## src/rtl/stream_intf_pkg.sv

```systemverilog
// Shared stream-interface constants and types for the Mage in/out stream units.
package stream_intf_pkg;

  localparam int unsigned N_PEA_DOUT_PER_OUT_STREAM     = 4;
  localparam int unsigned N_DMA_CH_PER_OUT_STREAM       = 4;
  localparam int unsigned LOG_N_PEA_DOUT_PER_OUT_STREAM = $clog2(N_PEA_DOUT_PER_OUT_STREAM);
  localparam int unsigned OUT_STREAM_DATA_W             = 32;
  localparam int unsigned OUT_STREAM_FIFO_DEPTH         = 4;
  localparam int unsigned OUT_STREAM_CNT_W              = 16;

  // Legacy state encodings, also used as the enum values below
  localparam logic [1:0] OS_ST_IDLE  = 2'd0;
  localparam logic [1:0] OS_ST_RUN   = 2'd1;
  localparam logic [1:0] OS_ST_DRAIN = 2'd2;
  localparam logic [1:0] OS_ST_DONE  = 2'd3;

  typedef enum logic [1:0] {
    OS_IDLE  = OS_ST_IDLE,
    OS_RUN   = OS_ST_RUN,
    OS_DRAIN = OS_ST_DRAIN,
    OS_DONE  = OS_ST_DONE
  } out_stream_state_e;

endpackage

```

## src/rtl/mage_stream_fifo.sv

```systemverilog
// Small synchronous FIFO; head is the oldest entry, full/empty decode from registered pointers.
module mage_stream_fifo #(
  parameter int unsigned DATA_W = 32,
  parameter int unsigned DEPTH  = 4
) (
  input  logic              clk_i,
  input  logic              rst_n_i,
  input  logic              push_i,
  input  logic [DATA_W-1:0] data_i,
  input  logic              pop_i,
  output logic              full_o,
  output logic              empty_o,
  output logic [DATA_W-1:0] head_o
);

  localparam int unsigned PTR_W = $clog2(DEPTH);

  logic [DATA_W-1:0] mem_q [DEPTH];
  logic [DATA_W-1:0] mem_d [DEPTH];
  logic [PTR_W:0]    wr_ptr_q, wr_ptr_d;
  logic [PTR_W:0]    rd_ptr_q, rd_ptr_d;

  assign full_o  = (wr_ptr_q[PTR_W] != rd_ptr_q[PTR_W]) &&
                   (wr_ptr_q[PTR_W-1:0] == rd_ptr_q[PTR_W-1:0]);
  assign empty_o = (wr_ptr_q == rd_ptr_q);
  assign head_o  = mem_q[rd_ptr_q[PTR_W-1:0]];

  // Next-state for storage and pointers; push into a full FIFO is refused
  always_comb begin
    mem_d    = mem_q;
    wr_ptr_d = wr_ptr_q;
    rd_ptr_d = rd_ptr_q;
    if (push_i && !full_o) begin
      mem_d[wr_ptr_q[PTR_W-1:0]] = data_i;
      wr_ptr_d = wr_ptr_q + (PTR_W+1)'(1);
    end
    if (pop_i && !empty_o) begin
      rd_ptr_d = rd_ptr_q + (PTR_W+1)'(1);
    end
  end

  // Storage and pointer registers; reset discards all buffered data
  always_ff @(posedge clk_i or negedge rst_n_i) begin
    if (!rst_n_i) begin
      wr_ptr_q <= '0;
      rd_ptr_q <= '0;
      for (int k = 0; k < int'(DEPTH); k++) mem_q[k] <= '0;
    end else begin
      wr_ptr_q <= wr_ptr_d;
      rd_ptr_q <= rd_ptr_d;
      mem_q    <= mem_d;
    end
  end

endmodule

```

## src/rtl/mage_out_stream_unit.sv

```systemverilog
// Mage output-stream unit: crossbar from PEA outputs to per-channel FIFOs feeding DMA channels.
// Optional stall counter on perf_stall_o when MAGE_OUT_STREAM_PERF_EN is defined.
module mage_out_stream_unit
  import stream_intf_pkg::*;
#(
  parameter int unsigned N_PEA_DOUT = N_PEA_DOUT_PER_OUT_STREAM,
  parameter int unsigned N_DMA_CH   = N_DMA_CH_PER_OUT_STREAM,
  parameter int unsigned DATA_W     = OUT_STREAM_DATA_W,
  parameter int unsigned FIFO_DEPTH = OUT_STREAM_FIFO_DEPTH,
  parameter int unsigned CNT_W      = OUT_STREAM_CNT_W,
  localparam int unsigned SEL_W     = (N_PEA_DOUT > 1) ? $clog2(N_PEA_DOUT) : 1
) (
  input  logic                         clk_i,
  input  logic                         rst_n_i,
  input  logic                         start_i,
  input  logic [N_DMA_CH*SEL_W-1:0]    cfg_sel_i,
  input  logic [N_DMA_CH-1:0]          cfg_ch_en_i,
  input  logic [CNT_W-1:0]             cfg_len_i,
  input  logic [N_PEA_DOUT*DATA_W-1:0] pea_dout_i,
  input  logic [N_PEA_DOUT-1:0]        pea_dout_valid_i,
  output logic [N_PEA_DOUT-1:0]        pea_dout_ready_o,
  output logic [N_DMA_CH*DATA_W-1:0]   dma_data_o,
  output logic [N_DMA_CH-1:0]          dma_valid_o,
  input  logic [N_DMA_CH-1:0]          dma_ready_i,
  output logic                         busy_o,
  output logic                         done_o,
  output logic [31:0]                  perf_stall_o
);

  out_stream_state_e          state_q, state_d;
  logic [N_DMA_CH*SEL_W-1:0]  sel_q, sel_d;
  logic [N_DMA_CH-1:0]        ch_en_q, ch_en_d;
  logic [CNT_W-1:0]           len_q, len_d;
  logic [CNT_W-1:0]           cnt_q [N_DMA_CH];
  logic [CNT_W-1:0]           cnt_d [N_DMA_CH];

  logic [N_DMA_CH-1:0]        acc, push, pop, sel_ok;
  logic [N_DMA_CH-1:0]        fifo_full, fifo_empty;
  logic [DATA_W-1:0]          fifo_head [N_DMA_CH];
  logic [DATA_W-1:0]          push_data [N_DMA_CH];
  logic [N_PEA_DOUT-1:0]      pea_any, pea_all, pea_rdy;
  logic                       all_done;

  assign busy_o           = (state_q != OS_IDLE);
  assign done_o           = (state_q == OS_DONE);
  assign pea_dout_ready_o = pea_rdy;
  assign pop              = ~fifo_empty & dma_ready_i;

  // Channel accept, fork-join PEA ready (all consumers must accept) and push routing
  always_comb begin
    acc     = '0;
    sel_ok  = '0;
    pea_any = '0;
    pea_all = '1;
    push    = '0;
    for (int i = 0; i < int'(N_DMA_CH); i++) begin
      push_data[i] = '0;
      acc[i] = (state_q == OS_RUN) && ch_en_q[i] && !fifo_full[i] && (cnt_q[i] < len_q);
      for (int j = 0; j < int'(N_PEA_DOUT); j++) begin
        if (sel_q[i*SEL_W +: SEL_W] == SEL_W'(j)) begin
          sel_ok[i] = 1'b1;
          if (ch_en_q[i]) begin
            pea_any[j] = 1'b1;
            if (!acc[i]) pea_all[j] = 1'b0;
          end
        end
      end
    end
    pea_rdy = (state_q == OS_RUN) ? (pea_any & pea_all) : '0;
    for (int i = 0; i < int'(N_DMA_CH); i++) begin
      for (int j = 0; j < int'(N_PEA_DOUT); j++) begin
        if (ch_en_q[i] && (sel_q[i*SEL_W +: SEL_W] == SEL_W'(j))) begin
          push[i]      = pea_dout_valid_i[j] && pea_rdy[j];
          push_data[i] = pea_dout_i[j*DATA_W +: DATA_W];
        end
      end
    end
  end

  // Control FSM, config latch and per-channel word counters
  always_comb begin
    state_d  = state_q;
    sel_d    = sel_q;
    ch_en_d  = ch_en_q;
    len_d    = len_q;
    cnt_d    = cnt_q;
    all_done = 1'b1;
    for (int i = 0; i < int'(N_DMA_CH); i++) begin
      if (ch_en_q[i] && (cnt_q[i] != len_q)) all_done = 1'b0;
      if (push[i]) cnt_d[i] = cnt_q[i] + CNT_W'(1);
    end
    case (state_q)
      OS_IDLE: begin
        if (start_i) begin
          sel_d   = cfg_sel_i;
          ch_en_d = cfg_ch_en_i;
          len_d   = cfg_len_i;
          for (int i = 0; i < int'(N_DMA_CH); i++) cnt_d[i] = '0;
          state_d = ((cfg_len_i == '0) || (cfg_ch_en_i == '0)) ? OS_DRAIN : OS_RUN;
        end
      end
      OS_RUN:   if (all_done) state_d = OS_DRAIN;
      OS_DRAIN: if (&fifo_empty) state_d = OS_DONE;
      OS_DONE:  state_d = OS_IDLE;
      default:  state_d = OS_IDLE;
    endcase
  end

  // State, config and counter registers
  always_ff @(posedge clk_i or negedge rst_n_i) begin
    if (!rst_n_i) begin
      state_q <= OS_IDLE;
      sel_q   <= '0;
      ch_en_q <= '0;
      len_q   <= '0;
      for (int i = 0; i < int'(N_DMA_CH); i++) cnt_q[i] <= '0;
    end else begin
      state_q <= state_d;
      sel_q   <= sel_d;
      ch_en_q <= ch_en_d;
      len_q   <= len_d;
      cnt_q   <= cnt_d;
    end
  end

  for (genvar g = 0; g < int'(N_DMA_CH); g++) begin : g_ch
    mage_stream_fifo #(
      .DATA_W (DATA_W),
      .DEPTH  (FIFO_DEPTH)
    ) u_fifo (
      .clk_i   (clk_i),
      .rst_n_i (rst_n_i),
      .push_i  (push[g]),
      .data_i  (push_data[g]),
      .pop_i   (pop[g]),
      .full_o  (fifo_full[g]),
      .empty_o (fifo_empty[g]),
      .head_o  (fifo_head[g])
    );
    assign dma_data_o[g*DATA_W +: DATA_W] = fifo_head[g];
    assign dma_valid_o[g]                 = ~fifo_empty[g];
  end

`ifdef MAGE_OUT_STREAM_PERF_EN
  logic [31:0] perf_q, perf_d;
  logic        stall;

  // Saturating DMA backpressure counter, cleared when a transfer starts
  always_comb begin
    stall  = ((state_q == OS_RUN) || (state_q == OS_DRAIN)) &&
             (|(ch_en_q & ~fifo_empty & ~dma_ready_i));
    perf_d = perf_q;
    if ((state_q == OS_IDLE) && start_i) perf_d = '0;
    else if (stall && (perf_q != '1))    perf_d = perf_q + 32'd1;
  end

  // Stall counter register
  always_ff @(posedge clk_i or negedge rst_n_i) begin
    if (!rst_n_i) perf_q <= '0;
    else          perf_q <= perf_d;
  end

  assign perf_stall_o = perf_q;
`else
  assign perf_stall_o = '0;
`endif

  // An enabled channel selecting a non-existent PEA output would hang the transfer
  a_sel_in_range: assert property (@(posedge clk_i) disable iff (!rst_n_i)
    (state_q == OS_RUN) |-> ((ch_en_q & ~sel_ok) == '0));

endmodule

```

## config.mk

```make
export PLATFORM = sky130hd
export DESIGN_NAME = mage_out_stream_unit
export DESIGN_NICKNAME = d
export VERILOG_FILES = /design/src/rtl/stream_intf_pkg.sv /design/src/rtl/mage_stream_fifo.sv /design/src/rtl/mage_out_stream_unit.sv
export SDC_FILE = /design/constraint.sdc
export NUM_CORES = 1
export LEC_CHECK = 0
export CORE_MARGIN = 8
export CORE_UTILIZATION = 31
export DETAILED_ROUTE_END_ITERATION = 7
export PLACE_DENSITY = 0.6
export SKIP_LAST_GASP = 1
export SLEW_MARGIN = 10
export SYNTH_ARGS = -nofsm -noshare
export SYNTH_HDL_FRONTEND = slang
export SYNTH_SLANG_ARGS = --single-unit
```

## constraint.sdc

```tcl
create_clock -name clk_i -period 5.2 [get_ports clk_i]
set_input_delay 1.3 -clock clk_i [delete_from_list [all_inputs] [get_ports clk_i]]
set_output_delay 1.3 -clock clk_i [all_outputs]
set_load 0.02 [all_outputs]
```

* Yosys cells after proc, flatten, opt, wreduce, memory -nomap -nowiden
Cells that the tools add are included.
Word-level totals: output and inout port bits 170, flip-flop bits (word level) 630
Cells by class: $lt $le $gt $ge 16, add/sub/neg operators 12, bitwise logic cells 15, reduce and logical (&&, ||, !) cells 72, multiplexer cells 143, equal/unequal tests 34
Operators with widths (count):
- 2-to-1 mux 32 bit | 28
- bitwise mux 128 bit | 4
- binary-select mux 32 bit (select 2 bit) | 4
- demux 32 bit (select 2 bit) | 4
- 2-to-1 mux 64 bit | 2
- 2-to-1 mux 1 bit | 91
- adder 16 x 1 -> 16 bit, second input constant | 4
- less-than comparator 16 bit | 4
- 2-to-1 mux 16 bit | 4
- inequality test 16 bit | 4
- logical AND 1 bit | 52
- adder 3 x 1 -> 3 bit, second input constant | 8
- >= comparator 3 bit, second input constant | 8
- NOT 2 -> 3 bit | 8
- == test 2 bit, second input constant | 10
- logical NOT 16 bit | 1
- == test 3 bit | 4
- less-than comparator 3 x 1 -> 1 bit, second input constant | 4
- == test 2 x 1 -> 1 bit, second input constant | 5
- logical NOT 2 bit | 5
- bitwise AND 4 bit | 2
- == test 2 bit | 4
- logical NOT 1 bit | 8
- 2-to-1 mux 2 bit | 4
- 12 further kinds | 20

* Depth between registers and ports, before layout
Gate-level depths: netlist of the first run.
depth in word-level cells 27, depth in mapped cells 14, mapped depth without buffers 11

* Hierarchy
Synthesis of the first run repeated with hierarchy kept, for this count alone.
Second synthesis, totals: cell total of the unflattened synthesis 2597, area total of the unflattened synthesis 37338.3 um^2
Modules (own cells, without submodules):
- mage_stream_fifo | cells an instance 354, area each 6530.0 um^2, instances 4, sequential area each 3353.2 um^2
- mage_out_stream_unit | cells an instance 1181, area each 11218.3 um^2, instances 1, sequential area each 2352.3 um^2

* Worst setup path before layout of the first run
Ideal clock, no wire load.
path kind register to register, start point register len_q[1], end point register g_ch[3].u_fifo.mem_q[100] in the netlist's numbering, cell stages (with the launch flop) 15, arrival time 3.431 ns, buffers on the path 3, clock period less this slack 3.559 ns, required time 5.073 ns, setup slack 1.641 ns, path through dfrtp_1 inv_1 ha_1 nor2b_1 o211a_1 o21ai_0 a31oi_1 a2111o_1 or4_1 clkbuf_1 a31oi_4 and2_1 buf_2 buf_6 mux2_1
Between the ends: cells in the longest elaborated chain, start to end 22, elaborated cells between the ends (all ways) 61
Ends and longest elaborated chain:
- from (decl) | line mage_out_stream_unit.sv:33 | logic [CNT_W-1:0] len_q, len_d;
- from (signal assigned) | line mage_out_stream_unit.sv:121 | len_q <= len_d;
- less-than comparator 16 bit | line mage_out_stream_unit.sv:58 | acc[i] = (state_q == OS_RUN) && ch_en_q[i] && !fifo_full[i] && (cnt_q[i] < len_q);
- logical AND 1 bit | line mage_out_stream_unit.sv:58
- 2-to-1 mux 1 bit | line mage_out_stream_unit.sv:64 | if (!acc[i]) pea_all[j] = 1'b0;
- 2-to-1 mux 1 bit | line mage_out_stream_unit.sv:62 | if (ch_en_q[i]) begin
- 2-to-1 mux 1 bit | line mage_out_stream_unit.sv:60 | if (sel_q[i*SEL_W +: SEL_W] == SEL_W'(j)) begin
- 2-to-1 mux 1 bit | line mage_out_stream_unit.sv:64
- 2-to-1 mux 1 bit | line mage_out_stream_unit.sv:62
- 2-to-1 mux 1 bit | line mage_out_stream_unit.sv:60
- (+4 left out)
- 2-to-1 mux 1 bit | line mage_out_stream_unit.sv:62
- 2-to-1 mux 1 bit | line mage_out_stream_unit.sv:60
- bitwise AND 4 bit * | line mage_out_stream_unit.sv:69 | pea_rdy = (state_q == OS_RUN) ? (pea_any & pea_all) : '0;
- 2-to-1 mux 4 bit * | line mage_out_stream_unit.sv:69
- logical AND 1 bit | line mage_out_stream_unit.sv:73 | push[i] = pea_dout_valid_i[j] && pea_rdy[j];
- 2-to-1 mux 1 bit (3 in series) | line mage_out_stream_unit.sv:72 | if (ch_en_q[i] && (sel_q[i*SEL_W +: SEL_W] == SEL_W'(j))) begin
- 2-to-1 mux 1 bit * | line mage_out_stream_unit.sv:72
- logical AND 1 bit * | line mage_stream_fifo.sv:33 | if (push_i && !full_o) begin
- to (signal assigned) | line mage_stream_fifo.sv:51 | mem_q <= mem_d;
- to (decl) | line mage_stream_fifo.sv:18 | logic [DATA_W-1:0] mem_q [DEPTH];
Every way passes the cells marked *; elsewhere a longest branch is shown, timed or not. A chain may end at the register's enable or synchronous reset.

* Final worst setup path of the first run
start point register len_q[9], end point output port pea_dout_ready_o[0]
Between the ends: cells in the longest elaborated chain, start to end 16, elaborated cells between the ends (all ways) 22
Ends and longest elaborated chain:
- less-than comparator 16 bit | line mage_out_stream_unit.sv:58
- logical AND 1 bit | line mage_out_stream_unit.sv:58
- 2-to-1 mux 1 bit | line mage_out_stream_unit.sv:64
- 2-to-1 mux 1 bit | line mage_out_stream_unit.sv:62
- 2-to-1 mux 1 bit | line mage_out_stream_unit.sv:60
- 2-to-1 mux 1 bit | line mage_out_stream_unit.sv:64
- 2-to-1 mux 1 bit | line mage_out_stream_unit.sv:62
- 2-to-1 mux 1 bit | line mage_out_stream_unit.sv:60
- 2-to-1 mux 1 bit | line mage_out_stream_unit.sv:64
- 2-to-1 mux 1 bit | line mage_out_stream_unit.sv:62
- 2-to-1 mux 1 bit | line mage_out_stream_unit.sv:60
- 2-to-1 mux 1 bit | line mage_out_stream_unit.sv:64
- 2-to-1 mux 1 bit | line mage_out_stream_unit.sv:62
- 2-to-1 mux 1 bit * | line mage_out_stream_unit.sv:60
- bitwise AND 4 bit * | line mage_out_stream_unit.sv:69
- 2-to-1 mux 4 bit * | line mage_out_stream_unit.sv:69
- to (decl) | line mage_out_stream_unit.sv:21 | output logic [N_PEA_DOUT-1:0] pea_dout_ready_o,
Marked as above.

==> impl_metrics.yaml, run 1 <==
critical_path:
  max_stage_delay_ns: 0.62
  cp.arrival_ns: 3.81
  critPathLaunchType: "register"
  worstSetupPathDepth: 9
  rr_worst_depth: 12
  crit_fanout: 5
  crit_family: "compound AO/OA/AOI/OAI gates"
  required_ns: 3.90
  crit_path_top_delay_cell: "clkdlybuf4s50_1"
  criticalPathCategory: "reg2out"
  cp-end-kind: "output pin"
  cp_cell_sequence: "inv_1, ha_1, a21oi_1, o21ai_1, a2111oi_4, nand3_2, a2111oi_2, and2_1, clkdlybuf4s50_1"
  path_buf_inv: 2
routing:
  routed_via_density: 5.308
  drc_errors: 0
  ant_nets: 0
  drt_iter0_markers: 1882
  routed_wl_microns: 109800
  wl_per_cell_microns: 25.49
  num_vias: 22860
  first_pass_iters: 5
layout:
  fin_area_sq_mm: 0.04142
  final_util_pct: 37.58
  fillers: 10720
  drive_gt1_share_pct: 30.99
  syn2layout_area_growth_pct: 20.66
  stdcell_count: 4306
  fin_nets: 3013
sta:
  skew_ns: 0.04188
  hold_viol: 0
  setup_viol: 0
  fin_crit_ns: 5.107
  post-route-period-util_pct: 98.20
  max_freq_mhz: 195.8
  slew_viol_final: 0
  maxSlewHeadroom_pct: 40.16
  worst_pin_slew_ns: 0.8977
  rsz0062_at_grt: "yes"
  finalSetupTns_ns: 0
place:
  io_buffer_count: 304
  place.gp.congestion: 0.8893
  placed_area_sq_mm: 0.03895
  post-dp-hpwl_microns: 78720
  dp.cells: 4168
floorplan:
  design.core.area_sq_mm: 0.1102
  rows: 122
  die_x_microns: 348.8
  ios: 337
  start_util_pct: 31.15
  die-height_microns: 348.8
  fp.dieArea_sq_mm: 0.1216
min_path:
  hold_depth: 1
  hold_class: "reg2reg"
power_and_ir_drop:
  power.leakage_nw: 18.29
  seqPwrFrac_pct: 33.4
  p_int_mw: 12.82
  swShare_pct: 37.35
  p_sw_mw: 7.647
  p_comb_share_pct: 40.9
  total_power_mw: 20.47
  vdd_drop_max_mv: 0.3474
  clkPwrFrac_pct: 25.7
  power_density_mw_per_mm2: 494.2
synth:
  synth-seq-cells: 630
  ys_seq_area_share_pct: 45.92
  syn_area_sq_mm: 0.03433
  synth_ff_type: "dfrtp_1"
  synth.avg_cell_area_sq_um: 13.79
  synth_warnings: 0
  ys_types: 70
  synth-edff-count: 0
  syn_inst: 2490
  ys_async_sr_fraction_pct: 100.0
global_routing:
  grt_max_degree: 94
  grt_usage_pct: 17.80
  antenna_found_initial: 32
  grt_first_pass_wirelength_microns: 164100
  top_usage_layer: "met2"
  globalRouteOverflowTotal: 0
  met1_usage_pct: 24.30
  grt_pass1_vias: 23740
  grt_use_met3_pct: 4.789
  use_met2_pct: 27.97
cts:
  cts_tree: "yes"
  cts-buffers-inserted: 71
  clkSinkCount: 630
  clk_latency_ns: 0.65
  clk_pin_slew_worst_paths_ns: 0.07
  clock_path_buffers: 3
  htree_num_levels: 3
  ctsRootBufferMaster: "clkbuf_16"
  cts_setup_buffers: 0
  hold_buffers: 0
run:
  drv_cap: 0
outcome:
  outcome: "finished clean"
==> metal layers <==
layer  share of wire, %  wire, microns
met1                 44          47820
met2                 46          50230
met3                7.8           8547
met4                2.7           3002
met5               0.15            164
==> placed cells by master (no fill, tap or decap), types with 6 or more instances in the layout <==
cell               n
buf_12            14
o21ai_0           44
a21oi_1           66
nor2_1            39
nor4_1             8
nand3b_1           8
nand4_1           38
conb_1            32
inv_1             56
or3_1             12
ha_1              93
clkinv_2          10
clkbuf_1          15
o31ai_1           19
nand2_1          117
dfrtp_2           16
a311oi_1           8
mux2_1           144
buf_4             47
diode_2           11
mux4_2           256
a31oi_1           14
and2_2             8
and3_1            10
or4_1             22
clkbuf_8          17
a31o_2             8
nor3_1             8
nand3_1           34
xnor2_1           26
xor2_1             7
clkdlybuf4s50_1  303
and2_1           141
bufinv_16          6
dfrtp_1          614
mux2_2           374
clkbuf_16         72
==> synthesized netlist by cell type (all sizes together), types with 5 or more instances <==
cell | n | area [sq um]
dfrtp | 630 | 15770
mux2 | 518 | 5833
mux4 | 256 | 5766
and2 | 149 | 932.1
buf | 130 | 827.0
nand2 | 117 | 439.2
ha | 93 | 1164
clkbuf | 76 | 285.3
a21oi | 66 | 330.3
inv | 56 | 210.2
o21ai | 46 | 230.2
nor2 | 40 | 150.1
nand4 | 38 | 237.7
nand3 | 35 | 180.2
xnor2 | 26 | 227.7
or4 | 22 | 165.2
o31ai | 19 | 142.6
a31oi | 15 | 108.9
or3 | 12 | 75.07
and3 | 11 | 73.82
xor2 | 11 | 126.4
nor4 | 10 | 92.59
a311oi | 9 | 85.08
nand2b | 9 | 56.30
a31o | 8 | 70.07
nand3b | 8 | 60.06
nor2b | 8 | 50.05
nor3 | 8 | 40.04
a21o | 5 | 37.54
mux2i | 5 | 50.05
o211ai | 5 | 42.54
==> metrics by stage <==
stage / hold slack [ns] / setup slack (ns)
floorplan: 0.4524 / 1.641
global placement: 0.4620 / 0.6973
detailed placement: 0.4693 / 0.6847
CTS: 0.4833 / 0.07715
global route: 0.4904 / -0.05579
finish: 0.4807 / 0.09335
==> flip-flops by register name, summed over array words and instances (netlist names) <==
| signal | count |
|---|---|
| len_q | 16 |
| state_q | 2 |
| ch_en_q | 4 |
| sel_q | 8 |
| g_ch.u_fifo.rd_ptr_q | 12 |
| g_ch.u_fifo.mem_q | 512 |
| cnt_q | 64 |
| g_ch.u_fifo.wr_ptr_q | 12 |
==> area by class of cell <==
class                           instances  area [sq um]  area share (%)
Timing Repair Buffer                  365          3681           8.887
Clock inverter                         23         332.8          0.8035
Sequential cell                       630         15790           38.11
Multi-Input combinational cell       1629         17430           42.08
Antenna cell                           11         27.53         0.06645
Clock buffer                          104          2092           5.050
Tap cell                             1488          1862           4.495
Inverter                               56         210.2          0.5075
==> power groups by stage <==
stage               registers [mW]  clock network [mW]  logic, mW
CTS                           6.83                5.40       8.53
finish                        6.83                5.26       8.38
global route                  7.00                5.58       8.98
global placement              6.88                   0       8.43
floorplan                     6.47                   0       5.48
detailed placement            6.92                   0       8.47
==> repair_timing <==
item / CTS / global route
pin swaps: 0 / 0
resized for setup: 1 / 3
setup endpoints to repair: 1 / 4
==> worst paths after layout <==
check | from | to | slack [ns]
setup / recovery | len_q[9] | pea_dout_ready_o[0] | 0.09
hold / removal | g_ch[3].u_fifo.mem_q[40] | g_ch[3].u_fifo.mem_q[40] | 0.48
setup reg to reg | len_q[9] | g_ch[3].u_fifo.mem_q[97] | 0.76
hold reg to reg | g_ch[3].u_fifo.mem_q[40] | g_ch[3].u_fifo.mem_q[40] | 0.48
max in group asynchronous | rst_n_i | g_ch[1].u_fifo.mem_q[89] | 3.34
min in group asynchronous | rst_n_i | g_ch[1].u_fifo.mem_q[116] | 0.73
==> cell families (layout without fill, tap and decap cells) <==
group	after synthesis	in the layout	synth area share, %
muxes	779	779	33.93
DFF	630	630	45.92
and+or+nand+nor	482	482	7.778
buffers and inverters	262	548	3.852
AOI/OAI and AO/OA	206	206	4.082
adders and majority gates	93	93	3.390
xor gates and xnor gates	37	37	1.031
other	1	43	0.01092
(Power assumes the default switching activity.)
==> inputs of run 2 (changes only) <==
Settings changed: SLEW_MARGIN 10 to 20.
==> results of run 2 <==
Final layout, timing and power as in run 1 (identical DEF).
==> inputs of run 3 (changes only) <==
Settings changed: CELL_PAD_IN_SITES_DETAIL_PLACEMENT from default to 0, CELL_PAD_IN_SITES_GLOBAL_PLACEMENT from default to 2, PLACE_DENSITY 0.6 to 0.75.
==> run 3 against run 2 <==
Critical endpoint unchanged. Sequential share of layout area is 0.28 points lower. Total power increased by 2.2%. Design area grew 0.71%. Clock skew is 0.0069 ns lower. Routed wire length increased by 7.1%. Global-route usage is 1.3 points higher.
==> impl_metrics.yaml, run 3 (synthesized netlist as in run 1, its figures left out) <==
sta:
  setup_viol: 0
  worst_pin_slew_ns: 0.8815
  finalSetupTns_ns: 0
  rsz0062_at_grt: "yes"
  slew_viol_final: 0
  skew_ns: 0.03496
  fin_crit_ns: 5.151
  maxSlewHeadroom_pct: 40.46
  max_freq_mhz: 194.2
  hold_viol: 0
  post-route-period-util_pct: 99.05
place:
  place.gp.congestion: 0.8803
  post-dp-hpwl_microns: 85830
  dp.cells: 4169
  io_buffer_count: 304
  placed_area_sq_mm: 0.03897
cts:
  cts-buffers-inserted: 76
  hold_buffers: 0
  cts_tree: "yes"
  clk_latency_ns: 0.64
  ctsRootBufferMaster: "clkbuf_16"
  htree_num_levels: 3
  clock_path_buffers: 3
  clkSinkCount: 630
  clk_pin_slew_worst_paths_ns: 0.05
floorplan:
  rows: 122
  die-height_microns: 348.8
  start_util_pct: 31.15
  design.core.area_sq_mm: 0.1102
  fp.dieArea_sq_mm: 0.1216
  ios: 337
  die_x_microns: 348.8
critical_path:
  cp-end-kind: "output pin"
  cp_cell_sequence: "inv_1, ha_1, a21oi_1, o21ai_1, a2111oi_4, nand3_2, a2111oi_4, and2_1, clkdlybuf4s50_1"
  crit_top_cell: "a2111oi_4"
  crit_fanout: 5
  crit_path_top_delay_cell: "clkdlybuf4s50_1"
  crit_start: "len_q[9]"
  required_ns: 3.90
  r2r-start: "len_q[9]"
  max_stage_delay_ns: 0.65
  critPathLaunchType: "register"
  criticalPathCategory: "reg2out"
  cp.arrival_ns: 3.85
power_and_ir_drop:
  clkPwrFrac_pct: 26.5
  power_density_mw_per_mm2: 501.4
  power.leakage_nw: 18.50
  seqPwrFrac_pct: 32.4
  vdd_drop_max_mv: 0.2803
  p_comb_share_pct: 41.1
  p_sw_mw: 7.807
  total_power_mw: 20.91
  swShare_pct: 37.33
  p_int_mw: 13.11
min_path:
  hold_start: "g_ch[3].u_fifo.mem_q[44]"
  hold_class: "reg2reg"
layout:
  final_common_cell: "dfrtp_1"
  stdcell_count: 4325
  drive_gt1_share_pct: 31.09
  top_regs: "g_ch.u_fifo.mem_q (512), cnt_q (64), len_q (16)"
  fin_nets: 3020
  regMostFlops: "g_ch.u_fifo.mem_q"
  final_util_pct: 37.85
  largest_reg_flops: 512
  syn2layout_area_growth_pct: 21.52
  fin_area_sq_mm: 0.04172
  mostFrequentLayoutCells: "dfrtp_1 (617), mux2_2 (374), clkdlybuf4s50_1 (300)"
routing:
  highest_layer: "met5"
  met3_length_microns: 9524
  routed_wl_microns: 117500
  wl_per_cell_microns: 27.17
  wl_met2_microns: 54730
  drc_errors: 0
  drt-met1-wl_microns: 49850
  ant_nets: 0
  first_pass_iters: 7
  drt_iter0_markers: 1778
  routed_via_density: 5.327
  num_vias: 23040
global_routing:
  globalRouteOverflowTotal: 0
  grt_pass1_vias: 24870
  grt_first_pass_wirelength_microns: 174100
  grt_max_degree: 97
  grt_usage_pct: 19.07
  antenna_found_initial: 34
run:
  drv_cap: 0
outcome:
  outcome: "finished clean"
run 3: routing by layer:
layer,vias up,track usage [%]
met5,-,0
met4,8,5.398
met3,158,5.098
met2,861,30.73
met1,12190,25.27
li1,9829,-
run 3: per-stage QoR:
stage / worst slack (ns) / hold WS, ns
after floorplan: 1.641 / 0.4524
after global placement: 0.6229 / 0.4616
after detailed placement: 0.6196 / 0.4686
after CTS: -0.006479 / 0.4812
after global routing: -0.1700 / 0.4918
final: 0.04939 / 0.4822
run 3: timing repair:
action	4_1_cts	5_1_grt
buffers inserted	0	1
setup endpoints to repair	3	4
gates resized for setup	4	5
hold endpoints to repair	0	0
pin swaps	0	2
run 3: final timing paths:
check / endpoint / slack (ns) / cells after the start
setup / recovery: pea_dout_ready_o[0] / 0.05 / 9
hold / removal: g_ch[3].u_fifo.mem_q[44] / 0.48 / 1
setup reg to reg: g_ch[0].u_fifo.mem_q[83] / 0.58 / 13
hold reg to reg: g_ch[3].u_fifo.mem_q[44] / 0.48 / 1
max in group asynchronous: cnt_q[43] / 3.30 / 2
min in group asynchronous: g_ch[1].u_fifo.mem_q[113] / 0.65 / 1
run 3: worst max-delay path, delay by kind of cell (launching register included):
kind | cells | cell delay (ns)
simple gates | 2 | 0.51
fa+ha+maj | 1 | 0.28
buf+inv | 2 | 0.81
compound gates | 4 | 1.26
flops | 1 | 0.36
run 3: area by class of cell:
class                      instances  area (sq um)
antenna                           16         40.04
fill                           10410         68490
inverter                          56         210.2
multi-input combinational       1629         17430
timing repair buffer             367          3729
clock inverter                    25         334.1
clock buffer                     114          2327
sequential                       630         15780
tap                             1488          1862
run 3: power by group through the flow:
stage / Clock [mW] / Combinational (mW) / Sequential [mW]
2_1_floorplan: 0 / 5.48 / 6.47
3_3_place_gp: 0 / 8.57 / 6.75
3_5_place_dp: 0 / 8.71 / 6.86
4_1_cts: 5.69 / 8.77 / 6.78
5_1_grt: 5.90 / 9.24 / 6.93
6_report: 5.55 / 8.59 / 6.78
